--- config.mk ---
export PLATFORM = sky130hd
export DESIGN_NAME = load_store_unit
export DESIGN_NICKNAME = d
export VERILOG_FILES = /design/src/rtl/load_store_unit_pkg.sv /design/src/rtl/load_store_unit_load_align.sv /design/src/rtl/load_store_unit.sv
export SDC_FILE = /design/constraint.sdc
export NUM_CORES = 1
export LEC_CHECK = 0
export ABC_AREA = 0
export CAP_MARGIN = 30
export CORE_MARGIN = 8
export CORE_UTILIZATION = 44
export CTS_BUF_LIST = sky130_fd_sc_hd__clkbuf_2 sky130_fd_sc_hd__clkbuf_4 sky130_fd_sc_hd__clkbuf_8
export DETAILED_ROUTE_END_ITERATION = 10
export MAX_ROUTING_LAYER = met4
export PLACE_DENSITY = 0.84
export SLEW_MARGIN = 5
export SYNTH_ARGS = -nofsm -noshare
export SYNTH_HDL_FRONTEND = slang
export SYNTH_SLANG_ARGS = --single-unit
--- constraint.sdc ---
create_clock -name clk -period 2.7 [get_ports clk]
set_input_delay 0.81 -clock clk [delete_from_list [all_inputs] [get_ports clk]]
set_output_delay 0.81 -clock clk [all_outputs]
set_load 0.005 [all_outputs]
--- src/rtl/load_store_unit_pkg.sv ---
// Shared types and constants for the memory-stage load/store unit.
package load_store_unit_pkg;

    localparam int unsigned WIDTH = 32;

    typedef enum logic [2:0] {
        IDLE = 3'd0,
        REQ  = 3'd1,
        WAIT = 3'd2,
        DONE = 3'd3,
        ERR  = 3'd4
    } lsu_state_e;

    // RV32I funct3 width/sign codes for loads and stores
    localparam logic [2:0] LB  = 3'b000;
    localparam logic [2:0] LH  = 3'b001;
    localparam logic [2:0] LW  = 3'b010;
    localparam logic [2:0] LBU = 3'b100;
    localparam logic [2:0] LHU = 3'b101;
    localparam logic [2:0] SB  = 3'b000;
    localparam logic [2:0] SH  = 3'b001;
    localparam logic [2:0] SW  = 3'b010;

    // True when the access is misaligned for its width or uses an undefined funct3
    function automatic logic access_fault(input logic       is_store,
                                          input logic [2:0] funct3,
                                          input logic [1:0] addr_lo);
        logic fault;
        fault = 1'b0;
        case (funct3)
            LB:      fault = 1'b0;
            LH:      fault = addr_lo[0];
            LW:      fault = |addr_lo;
            LBU:     fault = is_store;
            LHU:     fault = is_store | addr_lo[0];
            default: fault = 1'b1;
        endcase
        return fault;
    endfunction

endpackage

--- src/rtl/load_store_unit_load_align.sv ---
// Selects the addressed byte/half/word from a read word and sign- or zero-extends it.
module lsu_load_align
    import load_store_unit_pkg::*;
(
    input  logic [WIDTH-1:0] word,
    input  logic [1:0]       addr_lo,
    input  logic [2:0]       funct3,
    output logic [WIDTH-1:0] result
);

    logic [7:0]  byte_lane;
    logic [15:0] half_lane;

    // Lane extraction followed by width/sign selection
    always_comb begin
        result    = '0;
        byte_lane = 8'(word >> {addr_lo, 3'b000});
        half_lane = addr_lo[1] ? word[31:16] : word[15:0];
        case (funct3)
            LB:      result = {{24{byte_lane[7]}}, byte_lane};
            LBU:     result = {24'd0, byte_lane};
            LH:      result = {{16{half_lane[15]}}, half_lane};
            LHU:     result = {16'd0, half_lane};
            default: result = word;
        endcase
    end

endmodule

--- src/rtl/load_store_unit.sv ---
// Memory-stage load/store unit: req/gnt/rvalid handshake, byte enables, load alignment, stall.
module load_store_unit
    import load_store_unit_pkg::*;
(
    input  logic             clk,
    input  logic             rst_n,
    input  logic             req_valid_i,
    input  logic             is_store_i,
    input  logic [2:0]       funct3_i,
    input  logic [WIDTH-1:0] addr_i,
    input  logic [WIDTH-1:0] wdata_i,
    output logic [WIDTH-1:0] rdata_o,
    output logic             done_o,
    output logic             stall_o,
    output logic             misaligned_o,
    output logic             dmem_req_o,
    output logic             dmem_we_o,
    output logic [WIDTH-1:0] dmem_addr_o,
    output logic [WIDTH-1:0] dmem_wdata_o,
    output logic [3:0]       dmem_be_o,
    input  logic             dmem_gnt_i,
    input  logic             dmem_rvalid_i,
    input  logic [WIDTH-1:0] dmem_rdata_i
);

    lsu_state_e       state_q, state_d;
    logic             accept_c;
    logic             capture_c;
    logic             fault_c;
    logic [3:0]       be_c;
    logic [WIDTH-1:0] st_wdata_c;
    logic [WIDTH-1:0] load_result;

    logic             is_store_q;
    logic [2:0]       funct3_q;
    logic [WIDTH-1:0] addr_q;
    logic [3:0]       be_q;
    logic [WIDTH-1:0] wdata_q;
    logic [WIDTH-1:0] rdata_q;
    logic             done_q;
    logic             mis_q;
    logic             req_q;

    assign fault_c = access_fault(is_store_i, funct3_i, addr_i[1:0]);

    // Byte enables and lane-replicated store data for the incoming request
    always_comb begin
        be_c       = 4'b1111;
        st_wdata_c = '0;
        if (is_store_i) begin
            case (funct3_i)
                SB: begin
                    be_c       = 4'b0001 << addr_i[1:0];
                    st_wdata_c = {4{wdata_i[7:0]}};
                end
                SH: begin
                    be_c       = 4'b0011 << {addr_i[1], 1'b0};
                    st_wdata_c = {2{wdata_i[15:0]}};
                end
                default: begin
                    be_c       = 4'b1111;
                    st_wdata_c = wdata_i;
                end
            endcase
        end
    end

    // Next-state logic; requests are only taken in IDLE
    always_comb begin
        state_d   = state_q;
        accept_c  = 1'b0;
        capture_c = 1'b0;
        case (state_q)
            IDLE: begin
                if (req_valid_i) begin
                    accept_c = 1'b1;
                    state_d  = fault_c ? ERR : REQ;
                end
            end
            REQ: begin
                if (dmem_gnt_i) begin
                    state_d = is_store_q ? DONE : WAIT;
                end
            end
            WAIT: begin
                if (dmem_rvalid_i) begin
                    capture_c = 1'b1;
                    state_d   = DONE;
                end
            end
            DONE:    state_d = IDLE;
            ERR:     state_d = IDLE;
            default: state_d = IDLE;
        endcase
    end

    // State register
    always_ff @(posedge clk) begin
        if (!rst_n) begin
            state_q <= IDLE;
        end else begin
            state_q <= state_d;
        end
    end

    // Latch the accepted request; held stable through REQ until grant
    always_ff @(posedge clk) begin
        if (!rst_n) begin
            is_store_q <= 1'b0;
            funct3_q   <= 3'd0;
            addr_q     <= '0;
            be_q       <= 4'd0;
            wdata_q    <= '0;
        end else if (accept_c) begin
            is_store_q <= is_store_i;
            funct3_q   <= funct3_i;
            addr_q     <= addr_i;
            be_q       <= be_c;
            wdata_q    <= st_wdata_c;
        end
    end

    // Registered status outputs, request strobe and load result
    always_ff @(posedge clk) begin
        if (!rst_n) begin
            rdata_q <= '0;
            done_q  <= 1'b0;
            mis_q   <= 1'b0;
            req_q   <= 1'b0;
        end else begin
            done_q <= (state_d == DONE) || (state_d == ERR);
            mis_q  <= (state_d == ERR);
            req_q  <= (state_d == REQ);
            if (capture_c) begin
                rdata_q <= load_result;
            end
        end
    end

    lsu_load_align u_load_align (
        .word    (dmem_rdata_i),
        .addr_lo (addr_q[1:0]),
        .funct3  (funct3_q),
        .result  (load_result)
    );

    assign rdata_o      = rdata_q;
    assign done_o       = done_q;
    assign misaligned_o = mis_q;
    assign stall_o      = req_valid_i && !done_q;
    assign dmem_req_o   = req_q;
    assign dmem_we_o    = is_store_q;
    assign dmem_addr_o  = {addr_q[WIDTH-1:2], 2'b00};
    assign dmem_wdata_o = wdata_q;
    assign dmem_be_o    = be_q;

endmodule

==> results by group <==
Timing
  – RSZ-0062 raised after global routing: false
  – Final setup fails: 0
  – Fin Clk Skew: roughly 11 ps
  – Max-slew violation count: 0
  – Tightest Pin Transition: 589.6 ps
  – Relative slew margins: 60.69%
  – Fin crit period: 2584 ps
  – Max frequency: 0.3870 GHz
  – Setup TNS: 0 ps
  – Period utilization: 95.69%
  – Hold Fails Final Rpt: 0

Yosys
  – Post-synth cell types: between 40 and 50
  – Gate count of the mapped netlist: 595
  – Post-synth EDFFs: 0
  – Mapped cell area: 5044 um^2
  – Sequential fraction of the synthesis area: 43.66%
  – Yosys warns: 0
  – Syn Area/Cell: ~8.5 um^2
  – #FFs+latches synth: between 100 and 150
  – Prevailing post-synth register cell: dfxtp_1
  – Async SR Flop Fraction: 0%

Drt
  – Vias: 4,820
  – Final WL: about 16,000 um
  – Number of remaining DRC errors: 0
  – Final ANT Viol Nets: 0
  – Drt pass-1 iters: 5
  – Routed len/inst: 17.58 um
  – DR vias/cell: 5.308
  – Initial DRC Count: 241

CTS
  – Worst-Skew Late Latency: 370 ps
  – Bufs on Longest Clock Path: 2
  – Post-CTS Hold Buffers: 0
  – TritonCTS clock tree: yes
  – Root buffer cell: clkbuf_8
  – H-tree lvl count: 3
  – Clock transition at path regs: 100 ps
  – Cts bufs inserted: 9
  – Clock sink count: 110

Die
  – DIE AREA: approximately 15,000 um^2
  – Die H: between 100 and 150 um
  – Std-Cell Rows: 39
  – Chip width: 123.1 um
  – Core footprint: 11,320 um^2
  – Ports placed on the boundary: 210
  – Initial Util: 44.55%

Global routing
  – Global Route Usage Sum: 21.05%
  – Global-route wire length before repair: 24,760 um
  – Pin count of the biggest net entering global routing: 58
  – Initial antenna violation count: 0
  – Grt ovf: 0
  – Vias in the first global route: 4,940

Power
  – Worst vdd ir: 0.3081 mV
  – Net Sw Frac: 26.56%
  – Net Sw Power: 0.9100 mW
  – Pleak: approximately 2.7 nW
  – Sequential power share: 51.7%
  – Pwr dens: around 470 nW/um^2
  – Int Power: 2.517 mW
  – Clock share of power: 26.5%
  – Logic pwr share: 21.8%

Setup path
  – CP arrival: ~2900 ps
  – CP endpoint kind: flop
  – Crit path launch type: primary input
  – Critical path class: in2reg
  – Req. time, crit path: 2960 ps
  – Peak fanout along the critical path: 16

Job
  – Max-cap violations: 0

Finish
  – Final-stage net count: a little under 900
  – Area Growth Syn to Fin: 43.56%
  – Post-route cell area: 7241 um^2
  – Most common cell after layout, fill and taps aside: clkdlybuf4s50_1
  – Layout cells sized above 1: 9.281%
  – Fin cells: 908
  – Antenna Cells: 0
  – Most frequent cells in the layout: clkdlybuf4s50_1, nand2_1, dfxtp_1, a21oi_1, a21boi_0

Placement
  – Placed cells: 892
  – Port bufs: between 200 and 250
  – Post-place instance area: between 7000 and 8000 um^2
  – Post-DP HPWL: 12,290 um
  – GP Congestion: 0.8851

Hold path
  – Min-Delay Path Class: reg2reg

Status
  – Run status: completed
==> layer usage <==
metal	part of all wire [%]	wire [um]	GRT usage, %	up-vias
li1	-	-	-	2345
met1	40	6430	23.50	2266
met2	51	8068	36.46	175
met3	5.9	943	3.699	34
met4	3.3	520	8.879	0
met5	0	0	-	-
==> path summary, 6_finish.rpt <==
path                   start               to  slack, ps  cells past startpoint
max              req_valid_i  dmem_wdata_o[8]        120                      4
min          dmem_wdata_o[7]  dmem_wdata_o[7]        470                      2
max reg2reg       state_q[1]  dmem_wdata_o[8]        610                      3
min reg2reg  dmem_wdata_o[7]  dmem_wdata_o[7]        470                      2
==> stage by stage <==
| step | hold slack, ps | power, mW | util (%) | setup slack [ps] |
|---|---|---|---|---|
| after floorplan | 443.5 | 2.161 | - | 592.4 |
| after global placement | 448.3 | 2.530 | 62.42 | -218.2 |
| after detailed placement | 454.0 | 2.553 | 62.42 | -261.7 |
| after CTS | 469.0 | 3.463 | 63.96 | 141.3 |
| after global routing | 488.4 | 3.587 | 63.96 | 69.77 |
| final | 465.3 | 3.427 | 63.96 | 116.2 |
==> flip-flops by register name, indices dropped and copies added, names as in the netlist <==
signal	count
state_q	3
dmem_wdata_o	32
dmem_be_o	4
dmem_req_o	1
misaligned_o	1
done_o	1
dmem_we_o	1
rdata_o	32
addr_q	32
funct3_q	3
==> worst max-delay path: stages <==
cell             delay, ps
clkdlybuf4s50_1        510
or4b_2                 780
and2_1                 430
a22o_1                 320
==> Yosys cell counts, types with 3 or more instances <==
cell,number,share of area (%)
a22o_1,21,3.6
nand2b_1,6,0.74
buf_2,5,0.50
mux2i_1,18,3.6
o211ai_1,8,1.2
nand2_1,115,8.6
mux2_2,8,1.8
buf_4,32,4.8
and2_1,16,2.0
nand3b_1,9,1.3
a21oi_1,52,5.2
inv_1,3,0.22
or2_2,16,2.0
a31o_2,3,0.52
clkbuf_1,34,2.5
nor2b_1,7,0.87
a22oi_1,4,0.60
o21ai_0,42,4.2
dfxtp_1,110,44
a21boi_0,44,6.5
nand3_1,12,1.2
==> layout make-up <==
type,instances,area (um^2)
clock buffer,12,152.6
clock inverter,4,22.52
fill,946,4080
inverter,3,11.26
multi-input combinational,408,2437
sequential,110,2202
tap,143,178.9
timing repair buffer,228,2236
==> logic make-up after synthesis <==
logic type / share of synthesized area [%]
multiplexers: 5.358
AND/OR/NAND/NOR: 18.51
other: 0.07435
AO/OA/AOI/OAI: 23.79
buffers and inverters: 8.608
flip-flops: 43.66
==> timing repair <==
| action | in CTS | in global routing |
|---|---|---|
| resized for setup | 1 | 0 |
| endpoints found under the setup margin | 1 | 0 |
| buffers inserted | 0 | 0 |
==> power by group through the flow <==
stage | registers, mW | clock network [mW] | logic, mW
2_1_floorplan | 1.79 | 0 | 0.368
4_1_cts | 1.77 | 0.943 | 0.751
3_5_place_dp | 1.81 | 0 | 0.747
6_report | 1.77 | 0.909 | 0.748
5_1_grt | 1.78 | 0.998 | 0.808
3_3_place_gp | 1.80 | 0 | 0.727
Power figures use the tool's default switching activity.
